[src/rtl/data_cache_controller.sv]
// Miss-handling and write-through sequencer between the memory-stage load/store port,
// a direct-mapped data cache and data memory; also keeps saturating hit/miss counters.
module data_cache_controller #(
    parameter int WORDS_PER_BLOCK = 16,
    parameter int OFFSET_BITS     = 4
) (
    input  logic        clock,
    input  logic        reset,
    input  logic        cpu_read,
    input  logic        cpu_write,
    input  logic [31:0] cpu_address,
    input  logic [31:0] cpu_write_data,
    output logic [31:0] cpu_read_data,
    output logic        cpu_stall,
    input  logic        cache_hit,
    input  logic [31:0] cache_data,
    output logic [31:0] cache_address,
    output logic [31:0] cache_write_data,
    output logic        cache_write_enable,
    output logic        cache_fill,
    output logic        mem_read,
    output logic        mem_write,
    output logic [31:0] mem_address,
    output logic [31:0] mem_write_data,
    input  logic [31:0] mem_read_data,
    input  logic        mem_ready,
    output logic [31:0] hit_count,
    output logic [31:0] miss_count
);

    localparam logic [1:0] IDLE   = 2'd0;
    localparam logic [1:0] REFILL = 2'd1;
    localparam logic [1:0] WRITE  = 2'd2;
    localparam logic [1:0] DONE   = 2'd3;

    localparam logic [OFFSET_BITS-1:0] LAST_BEAT = OFFSET_BITS'(WORDS_PER_BLOCK - 1);

    logic [1:0]             r_state;
    logic [1:0]             w_next_state;
    logic [OFFSET_BITS-1:0] r_beat;
    logic [31:0]            r_addr;
    logic [31:0]            r_data;
    logic                   r_hit;
    logic [31:0]            r_hit_count;
    logic [31:0]            r_miss_count;
    logic                   w_count_hit;
    logic                   w_count_miss;
    logic [31:0]            w_block_addr;

    assign w_block_addr  = {r_addr[31:OFFSET_BITS+2], r_beat, 2'b00};
    assign cpu_read_data = cache_data;
    assign hit_count     = r_hit_count;
    assign miss_count    = r_miss_count;

    // Outputs are forced low while reset is held so nothing leaks out of the IDLE decode.
    always_comb begin
        w_next_state       = r_state;
        w_count_hit        = 1'b0;
        w_count_miss       = 1'b0;
        cpu_stall          = 1'b0;
        cache_address      = 32'd0;
        cache_write_data   = 32'd0;
        cache_write_enable = 1'b0;
        cache_fill         = 1'b0;
        mem_read           = 1'b0;
        mem_write          = 1'b0;
        mem_address        = 32'd0;
        mem_write_data     = 32'd0;
        if (reset) begin
            case (r_state)
                IDLE: begin
                    cache_address = cpu_address;
                    if (cpu_write) begin
                        cpu_stall    = 1'b1;
                        w_next_state = WRITE;
                        w_count_hit  = cache_hit;
                        w_count_miss = !cache_hit;
                    end else if (cpu_read) begin
                        if (cache_hit) begin
                            w_count_hit = 1'b1;
                        end else begin
                            cpu_stall    = 1'b1;
                            w_count_miss = 1'b1;
                            w_next_state = REFILL;
                        end
                    end
                end
                REFILL: begin
                    cpu_stall     = 1'b1;
                    mem_read      = 1'b1;
                    mem_address   = w_block_addr;
                    cache_address = w_block_addr;
                    if (mem_ready) begin
                        cache_fill         = 1'b1;
                        cache_write_enable = 1'b1;
                        cache_write_data   = mem_read_data;
                        if (r_beat == LAST_BEAT) begin
                            w_next_state = DONE;
                        end
                    end
                end
                WRITE: begin
                    // The cache must see the store address so a write hit updates the right word.
                    cpu_stall      = 1'b1;
                    mem_write      = 1'b1;
                    mem_address    = {r_addr[31:2], 2'b00};
                    mem_write_data = r_data;
                    cache_address  = r_addr;
                    if (mem_ready) begin
                        w_next_state = DONE;
                        if (r_hit) begin
                            cache_write_enable = 1'b1;
                            cache_write_data   = r_data;
                        end
                    end
                end
                DONE: begin
                    cache_address = r_addr;
                    w_next_state  = IDLE;
                end
                default: w_next_state = IDLE;
            endcase
        end
    end

    always_ff @(posedge clock or negedge reset) begin
        if (!reset) begin
            r_state <= IDLE;
            r_beat  <= '0;
            r_addr  <= 32'd0;
            r_data  <= 32'd0;
            r_hit   <= 1'b0;
        end else begin
            r_state <= w_next_state;
            if (r_state == IDLE && (cpu_write || (cpu_read && !cache_hit))) begin
                r_addr <= cpu_address;
                r_beat <= '0;
            end
            if (r_state == IDLE && cpu_write) begin
                r_data <= cpu_write_data;
                r_hit  <= cache_hit;
            end
            if (r_state == REFILL && mem_ready) begin
                r_beat <= r_beat + 1'b1;
            end
        end
    end

    always_ff @(posedge clock or negedge reset) begin
        if (!reset) begin
            r_hit_count  <= 32'd0;
            r_miss_count <= 32'd0;
        end else begin
            if (w_count_hit && r_hit_count != 32'hFFFF_FFFF) begin
                r_hit_count <= r_hit_count + 32'd1;
            end
            if (w_count_miss && r_miss_count != 32'hFFFF_FFFF) begin
                r_miss_count <= r_miss_count + 32'd1;
            end
        end
    end

endmodule

[config.mk]
export PLATFORM = sky130hd
export DESIGN_NAME = data_cache_controller
export DESIGN_NICKNAME = d
export VERILOG_FILES = /design/src/rtl/data_cache_controller.sv
export SDC_FILE = /design/constraint.sdc
export NUM_CORES = 1
export LEC_CHECK = 0
export ABC_AREA = 1
export BUFFER_PORTS_ARGS = -buffer_cell sky130_fd_sc_hd__buf_2
export CAP_MARGIN = 20
export CORE_MARGIN = 8
export CORE_UTILIZATION = 49
export CTS_CLUSTER_DIAMETER = 40
export DETAILED_ROUTE_END_ITERATION = 10
export PLACE_DENSITY = 0.82
export SETUP_SLACK_MARGIN = 0.02
export SLEW_MARGIN = 20
export SYNTH_ARGS = -nofsm -noshare
export SYNTH_HDL_FRONTEND = slang
export SYNTH_SLANG_ARGS = --single-unit
[constraint.sdc]
create_clock -name clock -period 2.7 [get_ports clock]
set_input_delay 0.54 -clock clock [delete_from_list [all_inputs] [get_ports clock]]
set_output_delay 0.54 -clock clock [all_outputs]
set_load 0.005 [all_outputs]
==> results_dict.tcl <==
set metrics [dict create \
    gr-total-overflow 0 \
    wl_per_cell_microns 15.81 \
    met1_usage_pct 28.61 \
    nFillCells 1611 \
    boundaryPins 363 \
    vias_per_cell 5.105 \
    cts_tree "done" \
    grt_pass1_wl_microns 44600 \
    drt_iter0_drc 602 \
    dieHeight_microns 148.9 \
    portBuffers 296 \
    root_buffer "clkbuf_16" \
    postSynthAreaPerCell_sq_um 6.744 \
    leakage_nw 5.720 \
    synth_commonest_cells "nand2_1 (408), nor2_1 (209), inv_1 (143)" \
    synth_edf_count 0 \
    cellPowerDensity_nw_per_um2 779.3 \
    yosysTopAreaCell "dfrtp_1" \
    r2r_cells 10 \
    yosys.area.top_type_share_pct 39.01 \
    start_util_pct 50.07 \
    fp.dieW_microns 148.9 \
    cp_num_buf_inv 3 \
    layout_setup_ws_ns 0.09679 \
    max_freq_mhz 384.1 \
    numCtsBuffers 17 \
    cp_slowest_cell "dfrtp_1" \
    antenna_found_initial 6 \
    use_met2_pct 42.06 \
    critPathMaxFanout 25 \
    hold_class "input port to asynchronous set/reset pin" \
    fin_nets 1676 \
    grtUsageMet3_pct 7.676 \
    cts_max_level 4 \
    critPathTopFamily "buffers and inverters" \
    synth-seq-cells 135 \
    synth.distinct_cells 38 \
    maxCapViolCount 0 \
    crit_required_ns 2.16 \
    cts_buffer_depth 2 \
    max_stage_delay_ns 0.42 \
    synthesis.area_sq_um 8660 \
    crit_chain "inv_2 > ha_4 > or2_4 > o21ai_2 > buf_8 > o22ai_1 > buf_2" \
    synth_area_leaders "dfrtp_1 (39%), nand2_1 (18%), nor2_1 (9.1%)" \
    post-route-period-util_pct 96.42 \
    yosysSeqAreaShare_pct 39.01 \
    rows 48 \
    clk_latency_ns 0.42 \
    ys.warnings.count 0 \
    status "completed" \
    first_global_vias 8745 \
    die_area_sq_um 22180 \
    post-place-ws_ns 0.2413 \
    wl_microns 28050 \
    crit_type "register to primary output" \
    vias 9057 \
    cp-start-kind "register" \
    hpwlAfterDp_microns 21420 \
    place.gp.congestion 0.9018 \
    grt_max_degree 64 \
    rsz0062_at_grt "no" \
    dpl.cell_count 1737 \
    totalNegativeSetupSlack_ns 0 \
    hold_viol 0 \
    synthArstFlopShare_pct 100.0 \
    synth_most_common_cell "nand2_1" \
    arrival_ns 2.06 \
    slew_viol_final 0 \
    postCtsSetupBuffers 0 \
    finalNonFillerCells 1774 \
    cp-end-kind "primary output" \
    period_needed_ns 2.603 \
    areaGrowthSynthToFinish_pct 23.87 \
    crit_cells 7 \
    synth_ff_type "dfrtp_1" \
    clkSinkCount 135 \
    ant_nets 0 \
    worst_slew_pin_slew_ns 0.9216 \
    drive_above_1_share_pct 24.47 \
    core_area_sq_um 17300 \
    skew_ns 0.009543 \
    grt_busiest_layer "met2" \
    utilization_pct 62.02 \
    drcViolationCount 0 \
    firstDrtPassIters 6 \
    syn_inst 1284 \
    grt_usage_pct 24.83 \
    cts.clk_slew.worst_paths_ns 0.06 \
    whs_ns 0.2336 \
    setup_viol 0 \
    vdd_drop_max_uv 557.4 \
    max_slew_margin_pct 38.36 \
]
-- cell families after synthesis --
group,Yosys count,synth area share [%]
other,1,0.04330
muxes,4,0.5201
DFF,135,39.01
AOI/OAI and AO/OA,157,10.50
adders and majority gates,10,1.445
xor gates and xnor gates,24,2.427
and+or+nand+nor,722,33.88
buffers and inverters,231,12.17
-- through the flow --
stage / total power [W] / area [sq um]
after floorplan: 0.004851 / 8663
after global placement: 0.005945 / 10090
after detailed placement: 0.006062 / 10090
after CTS: 0.008414 / 10690
after global routing: 0.008958 / 10730
final: 0.008359 / 10730
-- layer usage --
layer  vias to the layer above  share of wire, %
met5                         -              0.11
met2                       342                49
met3                        63               8.9
li1                       4509                 -
met1                      4139                39
met4                         4               3.0
-- area by class of cell --
class	instances	area [sq um]	share of cell area, %
Clock inverter	15	153.9	1.435
Multi-Input combinational cell	919	4257	39.68
Timing Repair Buffer	312	1667	15.54
Tap cell	225	281.5	2.625
Antenna cell	4	10.01	0.09332
Sequential cell	135	3378	31.49
Clock buffer	17	425.4	3.966
Inverter	147	554.3	5.167
-- sequential cells by signal (all words and copies together), names as in the netlist --
name and count:
r_addr 32, r_data 32, r_beat 4, miss_count 32
hit_count 32, r_hit 1, r_state 2
-- what timing repair did --
item                                    CTS  global route
endpoints found under the setup margin   58            58
pin swaps                                 0             0
hold endpoints to repair                 19            19
resized for setup                         6             5
-- path summary, 6_finish.rpt --
check                          startpoint               end  slack, ns
max                            r_state[0]  cache_address[6]        0.1
min                                 reset        r_data[25]       0.23
max reg2reg                 miss_count[1]     miss_count[4]       0.45
min reg2reg                    r_addr[19]        r_addr[19]       0.49
max in group asynchronous           reset        r_addr[11]       1.24
min in group clock         cpu_address[4]         r_addr[4]       0.36
-- cells in the final DEF (no fill, tap or decap), drive strengths merged --
master,Yosys,final
clkinv,0,6
buf,54,311
clkinvlp,0,4
diode,0,4
a31oi,4,4
nor2,219,219
xor2,10,10
and3,1,1
xnor2,14,14
nand3b,12,12
o21ai,53,53
bufinv,0,2
mux2,4,4
nor3,28,28
a21oi,41,41
a22oi,32,32
nand4,4,4
o211ai,1,1
ha,10,10
inv,147,150
and2,1,1
nand2,415,415
nor3b,1,1
nand3,40,40
or2,1,1
clkbuf,30,17
o22ai,26,26
dlygate4sd3,0,1
dfrtp,135,135
conb,1,2
-- power by group --
group          internal (W)  switching, W
clock network       0.00136      0.000929
registers           0.00257      0.000393
logic               0.00116       0.00194
total               0.00510       0.00326
(Power assumes the default switching activity.)
